### src/rtl/if_id_queue.sv
// -----------------------------------------------------------------------------
// if_id_queue
//
// A DEPTH-entry instruction queue that sits between fetch and decode. It
// replaces the single-entry IF/ID pipeline register. Fetch can keep running
// ahead while decode is stalled. Both sides use a valid/ready handshake. A
// branch/jump redirect (flush) empties the queue in one cycle. A saturating
// counter reports how many consecutive cycles the head entry has waited.
//
// Ports:
//   clk        in   clock
//   rst        in   synchronous, active-high reset
//   flush      in   redirect; discards every queued entry
//   if_valid   in   fetch presents {if_pc, if_inst} this cycle
//   if_pc      in   PC of the presented instruction
//   if_inst    in   presented instruction word
//   if_ready   out  queue can accept (count < DEPTH)
//   id_valid   out  head entry valid (count != 0)
//   id_pc      out  head PC, zero when empty
//   id_inst    out  head instruction, zero (bubble) when empty
//   id_ready   in   decode consumes the head this cycle
//   count      out  current occupancy
//   stall_cnt  out  consecutive cycles the head has waited, saturating
// -----------------------------------------------------------------------------
module if_id_queue #(
    parameter int XLEN  = 32,
    parameter int ILEN  = 32,
    parameter int DEPTH = 4,
    parameter int CNT_W = 3
) (
    input  logic                       clk,
    input  logic                       rst,
    input  logic                       flush,
    input  logic                       if_valid,
    input  logic [XLEN-1:0]            if_pc,
    input  logic [ILEN-1:0]            if_inst,
    output logic                       if_ready,
    output logic                       id_valid,
    output logic [XLEN-1:0]            id_pc,
    output logic [ILEN-1:0]            id_inst,
    input  logic                       id_ready,
    output logic [$clog2(DEPTH+1)-1:0] count,
    output logic [CNT_W-1:0]           stall_cnt
);

    localparam int PTR_W = $clog2(DEPTH);
    localparam int OCC_W = $clog2(DEPTH+1);

    localparam logic [PTR_W-1:0] PTR_ONE   = PTR_W'(1);
    localparam logic [OCC_W-1:0] OCC_ONE   = OCC_W'(1);
    localparam logic [OCC_W-1:0] OCC_FULL  = OCC_W'(DEPTH);
    localparam logic [CNT_W-1:0] STALL_ONE = CNT_W'(1);
    localparam logic [CNT_W-1:0] STALL_MAX = {CNT_W{1'b1}};

    // Circular buffer storage. The pointers wrap modulo DEPTH on their own
    // because DEPTH is a power of two.
    logic [XLEN-1:0]  r_mem_pc   [DEPTH];
    logic [ILEN-1:0]  r_mem_inst [DEPTH];
    logic [PTR_W-1:0] r_wp;
    logic [PTR_W-1:0] r_rp;
    logic [OCC_W-1:0] r_count;
    logic [CNT_W-1:0] r_stall_cnt;

    logic w_push;
    logic w_pop;

    // The handshake flags depend only on occupancy. This keeps the ready/valid
    // paths short and free of any loop back through the inputs.
    assign if_ready = (r_count < OCC_FULL);
    assign id_valid = (r_count != '0);
    assign w_push   = if_valid && if_ready;
    assign w_pop    = id_valid && id_ready;

    assign count     = r_count;
    assign stall_cnt = r_stall_cnt;

    // Head data is gated to zero when the queue is empty. Decode then sees a
    // clean bubble instead of a stale slot.
    always_comb begin
        // NOTE: every output of a combinational block is given a default first,
        //       so no path through the block leaves it unassigned and infers a latch.
        id_pc   = '0;
        id_inst = '0;
        if (id_valid) begin
            id_pc   = r_mem_pc[r_rp];
            id_inst = r_mem_inst[r_rp];
        end
    end

    // NOTE: the storage array has no reset. Validity is tracked only by the
    //       pointers and the count, so clearing the array would add reset
    //       fan-out without changing any visible behaviour.
    always_ff @(posedge clk) begin
        if (w_push) begin
            r_mem_pc[r_wp]   <= if_pc;
            r_mem_inst[r_wp] <= if_inst;
        end
    end

    // Control state. Reset takes priority over flush. Flush drops any push or
    // pop that would otherwise happen in the same cycle.
    always_ff @(posedge clk) begin
        // NOTE: sequential state uses non-blocking assignments only, so every
        //       register samples values from before the edge, whatever the statement order.
        if (rst || flush) begin
            r_wp        <= '0;
            r_rp        <= '0;
            r_count     <= '0;
            r_stall_cnt <= '0;
        end else begin
            if (w_push) begin
                r_wp <= r_wp + PTR_ONE;
            end
            if (w_pop) begin
                r_rp <= r_rp + PTR_ONE;
            end

            // A simultaneous push and pop leaves the occupancy unchanged.
            unique case ({w_push, w_pop})
                2'b10:   r_count <= r_count + OCC_ONE;
                2'b01:   r_count <= r_count - OCC_ONE;
                default: r_count <= r_count;
            endcase

            // The counter measures how long the current head has been blocked.
            // It restarts whenever the head leaves or no head exists.
            if (w_pop || (r_count == '0)) begin
                r_stall_cnt <= '0;
            end else if (id_valid && !id_ready && (r_stall_cnt != STALL_MAX)) begin
                r_stall_cnt <= r_stall_cnt + STALL_ONE;
            end
        end
    end

endmodule

### config.mk
export PLATFORM = sky130hd
export DESIGN_NAME = if_id_queue
export DESIGN_NICKNAME = d
export VERILOG_FILES = /design/src/rtl/if_id_queue.sv
export SDC_FILE = /design/constraint.sdc
export NUM_CORES = 1
export LEC_CHECK = 0
export CORE_MARGIN = 1
export CORE_UTILIZATION = 30
export CTS_CLUSTER_DIAMETER = 80
export CTS_CLUSTER_SIZE = 25
export DETAILED_ROUTE_END_ITERATION = 8
export MAX_ROUTING_LAYER = met4
export SLEW_MARGIN = 15
export SYNTH_ARGS = -nofsm -noshare
export SYNTH_HDL_FRONTEND = slang
export SYNTH_SLANG_ARGS = --single-unit
### constraint.sdc
create_clock -name clk -period 5.8 [get_ports clk]
set_clock_uncertainty 0.15 [all_clocks]
set_input_delay 0.58 -clock clk [delete_from_list [all_inputs] [get_ports clk]]
set_output_delay 0.58 -clock clk [all_outputs]
set_load 0.05 [all_outputs]
==> results.yml <==
cells_and_area:
  layout-drive-gt1-share_pct: 16.15
  layout_common_cells: "edfxtp_1, clkdlybuf4s50_1, mux4_2, and2_1, clkbuf_16"
  multi_input_area_um2: 2178
  fillerInstances: 3030
  layout_commonest_cell: "edfxtp_1"
  fin_util_pct: 37.57
  area_delta_synth_final_pct: 22.99
  ff_latch_area_um2: 7935
  num_antenna_cells: 0
  nNetsFinal: 684
die:
  die_x_um: 187.0
  die_y_um: 187.0
  rows: 67
  core_area_um2: 33620
  boundaryPins: 141
  start_util_pct: 30.55
  die_area_um2: 34980
global_routing:
  grt_max_degree: 66
  overflow: 0
  grt_usage_pct: 11.76
  antenna_found_initial: 0
  grt_pass1_wl_um: 31170
  first_global_vias: 5403
job:
  cap_violations: 0
min_path:
  hold_path_class: "flip-flop to flip-flop"
  hold_depth: 2
synthesis:
  synth_area_um2: 10270
  yosys.area.top_type_share_pct: 74.85
  synth_cell_types: 24
  synth_area_per_cell_um2: 21.90
  ys_top_cells_by_area: "edfxtp_1, mux4_2, and2_1, dfxtp_1, ha_1"
  netlist_instances: 469
  synthesis.nets: 546
  ys_seq_area_share_pct: 77.19
  synth-seq-cells: 268
  ys_warn_count: 0
  yosysTopAreaCell: "edfxtp_1"
cts:
  cts.sinks: 268
  cts_resized: 0
  cts-root-buf: "clkbuf_16"
  cts_tree: "yes"
  insertion_delay_ns: 0.49
  ctsHtreeMaxLevel: 1
  post_cts_buffers: 0
  ctsHoldBuffers: 0
  clk_pin_slew_ns: 0.08
  cts_buffers: 16
  cts_buffer_depth: 3
critical_path:
  cp.required_ns: 5.07
  criticalPathCategory: "flip-flop to primary output"
  crit_arrival_ns: 3.30
  cp-start-kind: "flip-flop"
  endpoint_kind: "primary output"
  critPathMaxFanout: 48
  r2r_cells: 2
timing:
  fin_crit_ns: 4.026
  fin_tns_setup_ns: 0
  slew_headroom_pct: 29.35
  fin_ws_ns: 1.774
  fmax_mhz: 248.4
  finalHoldViolCount: 0
  worst_slew_pin_slew_ns: 1.060
  worst_hold_slack_ns: 0.3890
  finalSetupViolations: 0
  fin_crit_sh_pct: 69.42
  rsz0062_at_grt: "no"
  slew_viol_final: 0
power:
  clkPwrFrac_pct: 31.9
  swShare_pct: 23.31
  p_seq_share_pct: 58.4
  power_leakage_nw: 3.903
  max-vdd-ir-drop_uv: 145.2
  power.density_nw_per_um2: 296.6
  p_int_w: 0.002873
  combinationalPowerShare_pct: 9.7
  p_sw_w: 0.0008734
detailed_routing:
  vias: 4830
  routedWlPerCell_um: 18.59
  first_iter_violations: 215
  avgViaCountPerCell: 4.552
  finalWirelength_um: 19720
  firstDrtPassIters: 4
  detail-route-antenna-nets: 0
  drc_errors: 0
placed_design:
  pre_cts_ws_ns: 2.163
  routabilityCongestion: 0.6980
  port_buffers: 140
  hpwl_um: 11230
status:
  status: "complete, no violations"
## final cells by class
cell class | instances | area share (%)
Sequential cell | 268 | 62.82
Multi-Input combinational cell | 170 | 17.25
Timing Repair Buffer | 143 | 11.27
Tap cell | 448 | 4.438
Clock buffer | 17 | 3.368
Clock inverter | 7 | 0.6142
Inverter | 8 | 0.2377
## flip-flops by register name, indices dropped and copies added (netlist names), named ones only
register / flops
count: 3
r_mem_pc: 128
r_mem_inst: 128
stall_cnt: 3
r_wp: 2
r_rp: 2
## routing by layer
metal	vias to the layer above	wire length, um	GRT usage, %
met5	-	0	-
met4	0	368	2.995
met3	28	1012	2.514
met2	137	9987	19.76
met1	2525	8353	14.42
li1	2140	-	-
## logic make-up after synthesis
group,share of synthesized area [%]
buffers and inverters,1.742
AOI/OAI and AO/OA,0.4021
and+or+nand+nor,4.776
muxes,14.33
adders and majority gates,1.048
DFF,77.19
xor gates and xnor gates,0.5117
## cells in the mapped netlist
library cell    n
edfxtp_1      256
dfxtp_1        12
buf_2           6
o311ai_0        1
nand3_1         1
buf_6           7
nor2_1         11
or2_2           1
mux2i_1         3
clkbuf_2        2
ha_1            7
o21ai_0         1
clkbuf_1        8
mux4_2         64
a21oi_1         2
and2_1         68
or3_1           1
o31ai_1         1
inv_1           8
xnor2_1         1
a311o_1         1
nor2b_1         1
fa_1            1
xor2_1          5
## worst max-delay path, stage by stage, from the launching register on
cell,delay (ns)
dfxtp_4,1.03
buf_4,0.37
mux4_2,0.53
and2_1,0.17
clkdlybuf4s50_1,0.69
## path summary, 6_finish.rpt
check,startpoint,end,slack (ns)
hold reg to reg,r_rp[0],r_rp[0],0.39
setup / recovery,flip-flop,id_pc[8],1.77
setup reg to reg,count[2],r_mem_pc[3][6],3.39
hold / removal,r_rp[0],r_rp[0],0.39
## power groups by stage
stage                     Sequential (W)  Combinational (W)  Clock (W)
after global placement           0.00223           0.000363          0
after floorplan                  0.00223           0.000215          0
after detailed placement         0.00223           0.000371          0
after CTS                        0.00219           0.000372    0.00124
after global routing             0.00219           0.000389    0.00130
final                            0.00219           0.000365    0.00119
## stage by stage
| step | area (um^2) | total power, W | std cells |
|---|---|---|---|
| finish | 12630 | 0.003747 | 1061 |
| global route | 12630 | 0.003886 | 1061 |
| CTS | 12630 | 0.003799 | 1061 |
| detailed placement | 12130 | 0.002604 | 1037 |
| global placement | 12130 | 0.002593 | 1037 |
| floorplan | 10270 | 0.002443 | 469 |
Note: power is estimated with default switching activity, not from simulation.
